===== config.mk =====
export PLATFORM = sky130hd
export DESIGN_NAME = bin_to_dec_seq
export DESIGN_NICKNAME = d
export VERILOG_FILES = /design/src/rtl/bin_to_dec_seq.sv
export SDC_FILE = /design/constraint.sdc
export NUM_CORES = 1
export LEC_CHECK = 0
export ABC_AREA = 1
export CAP_MARGIN = 20
export CORE_MARGIN = 3
export CORE_UTILIZATION = 35
export DETAILED_ROUTE_END_ITERATION = 10
export PLACE_DENSITY = 0.61
export SYNTH_ARGS = -nofsm -noshare
export SYNTH_HDL_FRONTEND = slang
export SYNTH_SLANG_ARGS = --single-unit

===== constraint.sdc =====
create_clock -name Clock -period 2.75 [get_ports Clock]
set_input_delay 0.55 -clock Clock [delete_from_list [all_inputs] [get_ports Clock]]
set_output_delay 0.55 -clock Clock [all_outputs]
set_load 0.05 [all_outputs]

===== src/rtl/bin_to_dec_seq.sv =====
// bin_to_dec_seq: sequential double-dabble binary-to-BCD converter.
// One binary bit is consumed per clock; three BCD digits are registered on
// completion and decoded to active-low seven-segment patterns.
module bin_to_dec_seq #(
  parameter int WIDTH    = 8,
  parameter bit BLANK_LZ = 1'b1
) (
  input  logic             Clock,
  input  logic             Reset,
  input  logic             Start,
  input  logic [WIDTH-1:0] V,
  output logic             Busy,
  output logic             Done,
  output logic [3:0]       Ones,
  output logic [3:0]       Tens,
  output logic [3:0]       Hundreds,
  output logic [6:0]       HEX0,
  output logic [6:0]       HEX1,
  output logic [6:0]       HEX2
);

  typedef enum logic {
    IDLE = 1'b0,
    CONV = 1'b1
  } state_t;

  state_t state, state_nxt;

  // Conversion working registers: binary shifter, BCD accumulator, bit counter.
  logic [WIDTH-1:0] bin;
  logic [11:0]      bcd;
  logic [3:0]       cnt;

  logic [11:0]      bcd_adj;
  logic [11:0]      bcd_sh;
  logic [WIDTH-1:0] bin_sh;

  logic load;
  logic step;
  logic finish;

  // Add 3 to a BCD field holding 5 or more, so the following doubling carries
  // correctly into the next decimal digit.
  function automatic logic [3:0] add3_adjust(input logic [3:0] d);
    if (d >= 4'd5)
      return d + 4'd3;
    else
      return d;
  endfunction

  // Active-low segment pattern {g..a}; codes 10..15 and forced blanking
  // both produce an all-off display.
  function automatic logic [6:0] seg7(input logic [3:0] d, input logic blank);
    logic [6:0] s;
    case (d)
      4'd0:    s = 7'b1000000;
      4'd1:    s = 7'b1111001;
      4'd2:    s = 7'b0100100;
      4'd3:    s = 7'b0110000;
      4'd4:    s = 7'b0011001;
      4'd5:    s = 7'b0010010;
      4'd6:    s = 7'b0000010;
      4'd7:    s = 7'b1111000;
      4'd8:    s = 7'b0000000;
      4'd9:    s = 7'b0010000;
      default: s = 7'b1111111;
    endcase
    if (blank)
      s = 7'b1111111;
    return s;
  endfunction

  // Adjust uses the pre-shift fields, then the whole {bcd, bin} word moves
  // left by one; the hundreds carry-out is dropped since 511 fits in 3 digits.
  assign bcd_adj = {add3_adjust(bcd[11:8]), add3_adjust(bcd[7:4]), add3_adjust(bcd[3:0])};
  assign bcd_sh  = 12'({bcd_adj, bin[WIDTH-1]});
  assign bin_sh  = bin << 1;

  assign Busy = (state == CONV);

  // Next-state and step control for the IDLE/CONV controller.
  always_comb begin
    state_nxt = state;
    load      = 1'b0;
    step      = 1'b0;
    finish    = 1'b0;
    case (state)
      IDLE: begin
        if (Start) begin
          load      = 1'b1;
          state_nxt = CONV;
        end
      end
      CONV: begin
        step = 1'b1;
        if (cnt == 4'd1) begin
          finish    = 1'b1;
          state_nxt = IDLE;
        end
      end
      default: state_nxt = IDLE;
    endcase
  end

  // State register; reset wins over any pending Start.
  always_ff @(posedge Clock) begin
    if (Reset)
      state <= IDLE;
    else
      state <= state_nxt;
  end

  // Bit counter and Done pulse; an aborted conversion never reaches finish.
  always_ff @(posedge Clock) begin
    if (Reset) begin
      cnt  <= 4'd0;
      Done <= 1'b0;
    end else begin
      Done <= finish;
      if (load)
        cnt <= 4'(WIDTH);
      else if (step)
        cnt <= cnt - 4'd1;
    end
  end

  // Shifter and accumulator carry data only; they are reloaded on every start.
  always_ff @(posedge Clock) begin
    if (load) begin
      bin <= V;
      bcd <= 12'd0;
    end else if (step) begin
      bin <= bin_sh;
      bcd <= bcd_sh;
    end
  end

  // Result digits update only on the completing edge so the display never
  // shows partial values.
  always_ff @(posedge Clock) begin
    if (Reset) begin
      Hundreds <= 4'd0;
      Tens     <= 4'd0;
      Ones     <= 4'd0;
    end else if (finish) begin
      Hundreds <= bcd_sh[11:8];
      Tens     <= bcd_sh[7:4];
      Ones     <= bcd_sh[3:0];
    end
  end

  // Segment decode of the registered digits with optional leading-zero blanking.
  assign HEX0 = seg7(Ones, 1'b0);
  assign HEX1 = seg7(Tens, BLANK_LZ && (Hundreds == 4'd0) && (Tens == 4'd0));
  assign HEX2 = seg7(Hundreds, BLANK_LZ && (Hundreds == 4'd0));

endmodule


-- Word level (Yosys, flattened, before mapping)
Memory sizes are Yosys's and may differ from the RTL's. A register that Yosys moved wholly into a read port is not among the register bits.
Index checks and enable logic that the tools add are counted.
- register bits: 38
- ROM bits: 336
- bits of input ports: 11
- output and inout bits: 35
- word-level logic and storage cells: 48
- memories kept: 3
- memory list (memory ; words ; bits a word ; read ports ; clocked after memory_dff ; wr ports ; line ; source):
    (name not given) ; 16 ; 7 ; 1 ; 1 ; 0 ; 55 ; case (d)
    (name not given) ; 16 ; 7 ; 1 ; 1 ; 0 ; 55 ;
    (name not given) ; 16 ; 7 ; 1 ; 1 ; 0 ; 55 ;
- add/sub/neg operators: 4
- order comparisons: 3
- equality and inequality tests: 1
- muxes and demuxes: 22
- bitwise operators: 1
- reductions and logical operators: 5
- operators by type and width (cell ; number):
    $mux W4 ; 10
    $mux W8 ; 2
    $mux W7 ; 2
    $ge A4 B3 Y1 const B ; 3
    $add A4 B2 Y4 const B ; 2
    $logic_not A4 Y1 ; 2
    $mux W1 ; 6
    $eq A4 B1 Y1 const B ; 1
    $sub A4 B1 Y4 const B ; 1
    $add A3 B2 Y3 const B ; 1
    $mux W3 ; 1
    $pmux W1 S2 ; 1
    $reduce_bool A2 Y1 ; 1
    $reduce_or A2 Y1 ; 1
    $logic_and A1 B1 Y1 ; 1
    $not A1 Y1 ; 1

-- Logic depth before layout (Yosys ltp)
- depth after elaboration: 5
- mapped depth: 15
- gate-level depth less buffers: 15

-- Worst setup path after synthesis
Ideal clock, no wire load.
- path kind: register to output
- from: reg Hundreds[3]
- to: out HEX1[0]
- arrival time: 1631 ps
- required time: 2200 ps
- slack: 569 ps
- stages on the path, launching flop included: 6
- path through: dfxtp_1 inv_1 nand4_1 nor3_1 nand3_1 nand2_1
- word-level cells in the longest chain between the ends: 3
- RTL lines (what ; line ; source):
    from (decl) ; 16 ; output logic [3:0] Hundreds,
    from (signal assigned) ; 146 ; Hundreds <= bcd_sh[11:8];
    $logic_not A4 Y1 ; 154 ; assign HEX1 = seg7(Tens, BLANK_LZ && (Hundreds == 4'd0) && (Tens == 4'd0));
    $logic_and A1 B1 Y1 ; 154 ;
    $mux W7 ; 68 ; if (blank)
    to (decl) ; 18 ; output logic [6:0] HEX1,
No other way between the ends.

-- Worst setup path in the final report
- from: reg Hundreds[2]
- to: out HEX2[1]
- word-level cells in the longest chain between the ends: 2
- RTL lines (what ; line ; source):
    $logic_not A4 Y1 ; 155 ; assign HEX2 = seg7(Hundreds, BLANK_LZ && (Hundreds == 4'd0));
    $mux W7 ; 68 ;
    to (decl) ; 19 ; output logic [6:0] HEX2
No other way between the ends.

==> impl_metrics.tcl <==
set metrics [dict create \
    hold_ws_ns 0.496 \
    multi_input_area_um2 1540 \
    cts_tree "done" \
    wl_per_cell_um 11.4 \
    syn_nets 445 \
    die_y_um 101 \
    ys_ff_latch 59 \
    routed.top_layer "met4" \
    dp_hpwl_um 4880 \
    period_share_pct 94.8 \
    path_clk_slew_ns 0.06 \
    synthCells 411 \
    ys.flop_type "dfxtp_1" \
    m1WireLength_um 3020 \
    viasPerCell 4.60 \
    nets 498 \
    startpoint "Hundreds[2]" \
    syn-cell-area_um2 3130 \
    crit_type "flop to output port" \
    yosys_warnings 0 \
    worstHoldStart "cnt[1]" \
    ff2ff_path_depth 13 \
    ys_seq_area_share_pct 40.3 \
    ios 46 \
    postRouteAntennaNets 0 \
    min_path_type "flop to flop" \
    synthToLayoutAreaGrowth_pct 23.2 \
    cts_buffers 9 \
    synth_edf_count 8 \
    grt_pass1_vias 2509 \
    wl_met2_um 3110 \
    reg2reg_from "cnt[1]" \
    p_per_area_nw_per_um2 541 \
    status "completed" \
    synth_top_family_by_area "simple AND/OR/NAND/NOR gates" \
    synth_xor_area_share_pct 0 \
    synth.distinct_cells 33 \
    num_vias 2639 \
    slew_headroom_pct 57.2 \
    synth-compound-area-share_pct 6.83 \
    p_leak_nw 1.90 \
    vdd_drop_max_uv 296 \
    setup_tns_ns 0 \
    met3_length_um 331 \
    route.detailed.drc 0 \
    layout.cells.non_filler 574 \
    rows 33 \
    clkSinkCount 59 \
    min_period_ns 2.61 \
    clockRootBuffer "clkbuf_8" \
    setup_viol 0 \
    cp-start-kind "flop" \
    start_util_pct 37.0 \
    dr.pass1.iters 4 \
    grt_max_degree 20 \
    layout.area.seq_um2 1260 \
    fin_skew_ns 0.00860 \
    hold_depth 2 \
    hold_viol 0 \
    maxSlewViolCount 0 \
    core_area_um2 8460 \
    portBuffers 45 \
    fillers 849 \
    grt.overflow.total 0 \
    avgSynthCellArea_um2 7.62 \
    critical_path_required_ns 2.20 \
    clockBufferDepth 2 \
    muxShareOfSynthArea_pct 0 \
    dp_cells 558 \
    cts_hold_buf 0 \
    place_area_um2 3680 \
    drv_cap 0 \
    die_width_um 101 \
    totalWireLength_um 6560 \
    grtUsageTotal_pct 13.8 \
    worstPathArrival_ns 2.06 \
    synthArstFlopShare_pct 0 \
    gp_congestion 0.884 \
    die_area_um2 10100 \
    end_kind "output port" \
    rsz0062_at_grt "false" \
    n_antenna_cell 0 \
    worst_skew_pair.late_latency_ns 0.34 \
    grt_pass1_wl_um 11200 \
    cts-htree-levels 3 \
    clock.fmax_mhz 384 \
    synthAdderAreaFrac_pct 9.19 \
    path_max_fanout 8 \
    drtIter0Drc 136 \
    antenna_found_initial 0 \
    yosys.area_share.simple_pct 33.2 \
    fin_area_um2 3860 \
    drive_above_1_share_pct 12.4 \
    worst_pin_slew_ns 0.641 \
]
[cells in the mapped netlist, types with 3 or more instances]
master / n / share of area (%)
nand2_4: 4 / 1.4
edfxtp_1: 8 / 7.7
o21ai_4: 3 / 1.6
nand3b_1: 3 / 0.72
inv_2: 5 / 0.60
nor2_1: 18 / 2.2
a21oi_2: 3 / 0.84
nand2_1: 105 / 13
o21ai_0: 13 / 2.1
nand2_2: 8 / 1.6
nand4_1: 10 / 2.0
dfxtp_1: 51 / 33
inv_1: 67 / 8.0
ha_1: 23 / 9.2
nand3_1: 58 / 9.3
a21oi_1: 9 / 1.4
[per-stage QoR]
step	setup WS, ns	utilization (%)	power, W
finish	0.143	45.6	0.00209
global placement	0.400	43.5	0.00139
CTS	0.115	45.5	0.00211
global route	0.00103	45.6	0.00220
floorplan	0.569	-	0.00128
detailed placement	0.343	43.5	0.00140
[worst max-delay path: stages, from the launching register on]
cell and delay, ns:
dfxtp_1 0.34, inv_1 0.09, nand4_1 0.33, nand2_1 0.16
clkdlybuf4s50_1 0.81
[metal layers]
metal,up-vias,track usage (%)
met5,-,0
li1,1411,-
met2,54,22.5
met4,0,5.28
met1,1165,17.1
met3,9,4.22
[cell usage in the layout, fill, tap and decap left out, types with 4 or more instances in the layout]
master / count
a21oi_1: 9
edfxtp_1: 8
dfxtp_1: 51
nand2_1: 105
nand2_2: 8
nor2_1: 18
inv_1: 67
ha_1: 23
o21ai_0: 13
inv_2: 5
clkdlybuf4s50_1: 36
nand3_1: 58
clkbuf_8: 11
buf_4: 10
nand2_4: 4
nand4_1: 10
[worst paths after layout]
check / to / slack [ns]
hold reg to reg: cnt[1] / 0.50
hold / removal: cnt[1] / 0.50
setup / recovery: HEX2[1] / 0.14
setup reg to reg: flop / 0.62
[cell type report]
cell class	count	area share, %
Clock buffer	14	4.22
Clock inverter	2	0.259
Inverter	75	7.56
Multi-Input combinational cell	271	39.9
Sequential cell	59	32.7
Tap cell	105	3.41
Timing Repair Buffer	48	11.9
[cell families (layout without fill, tap and decap cells)]
family / Yosys count / count (layout)
and+or+nand+nor: 217 / 217
buffers and inverters: 81 / 139
DFF: 59 / 59
AOI/OAI and AO/OA: 31 / 31
adders and majority gates: 23 / 23
[report_power, final]
part | internal (W) | switching, W
clock network | 0.000374 | 0.000329
logic | 0.000134 | 0.000286
registers | 0.000931 | 0.0000311
total | 0.00144 | 0.000646
[what timing repair did]
action | in CTS | in global routing
resized for setup | 0 | 2
buffers inserted | 0 | 0
hold endpoints to repair | 0 | 0
setup endpoints to repair | 0 | 2
(Power assumes the default switching activity.)
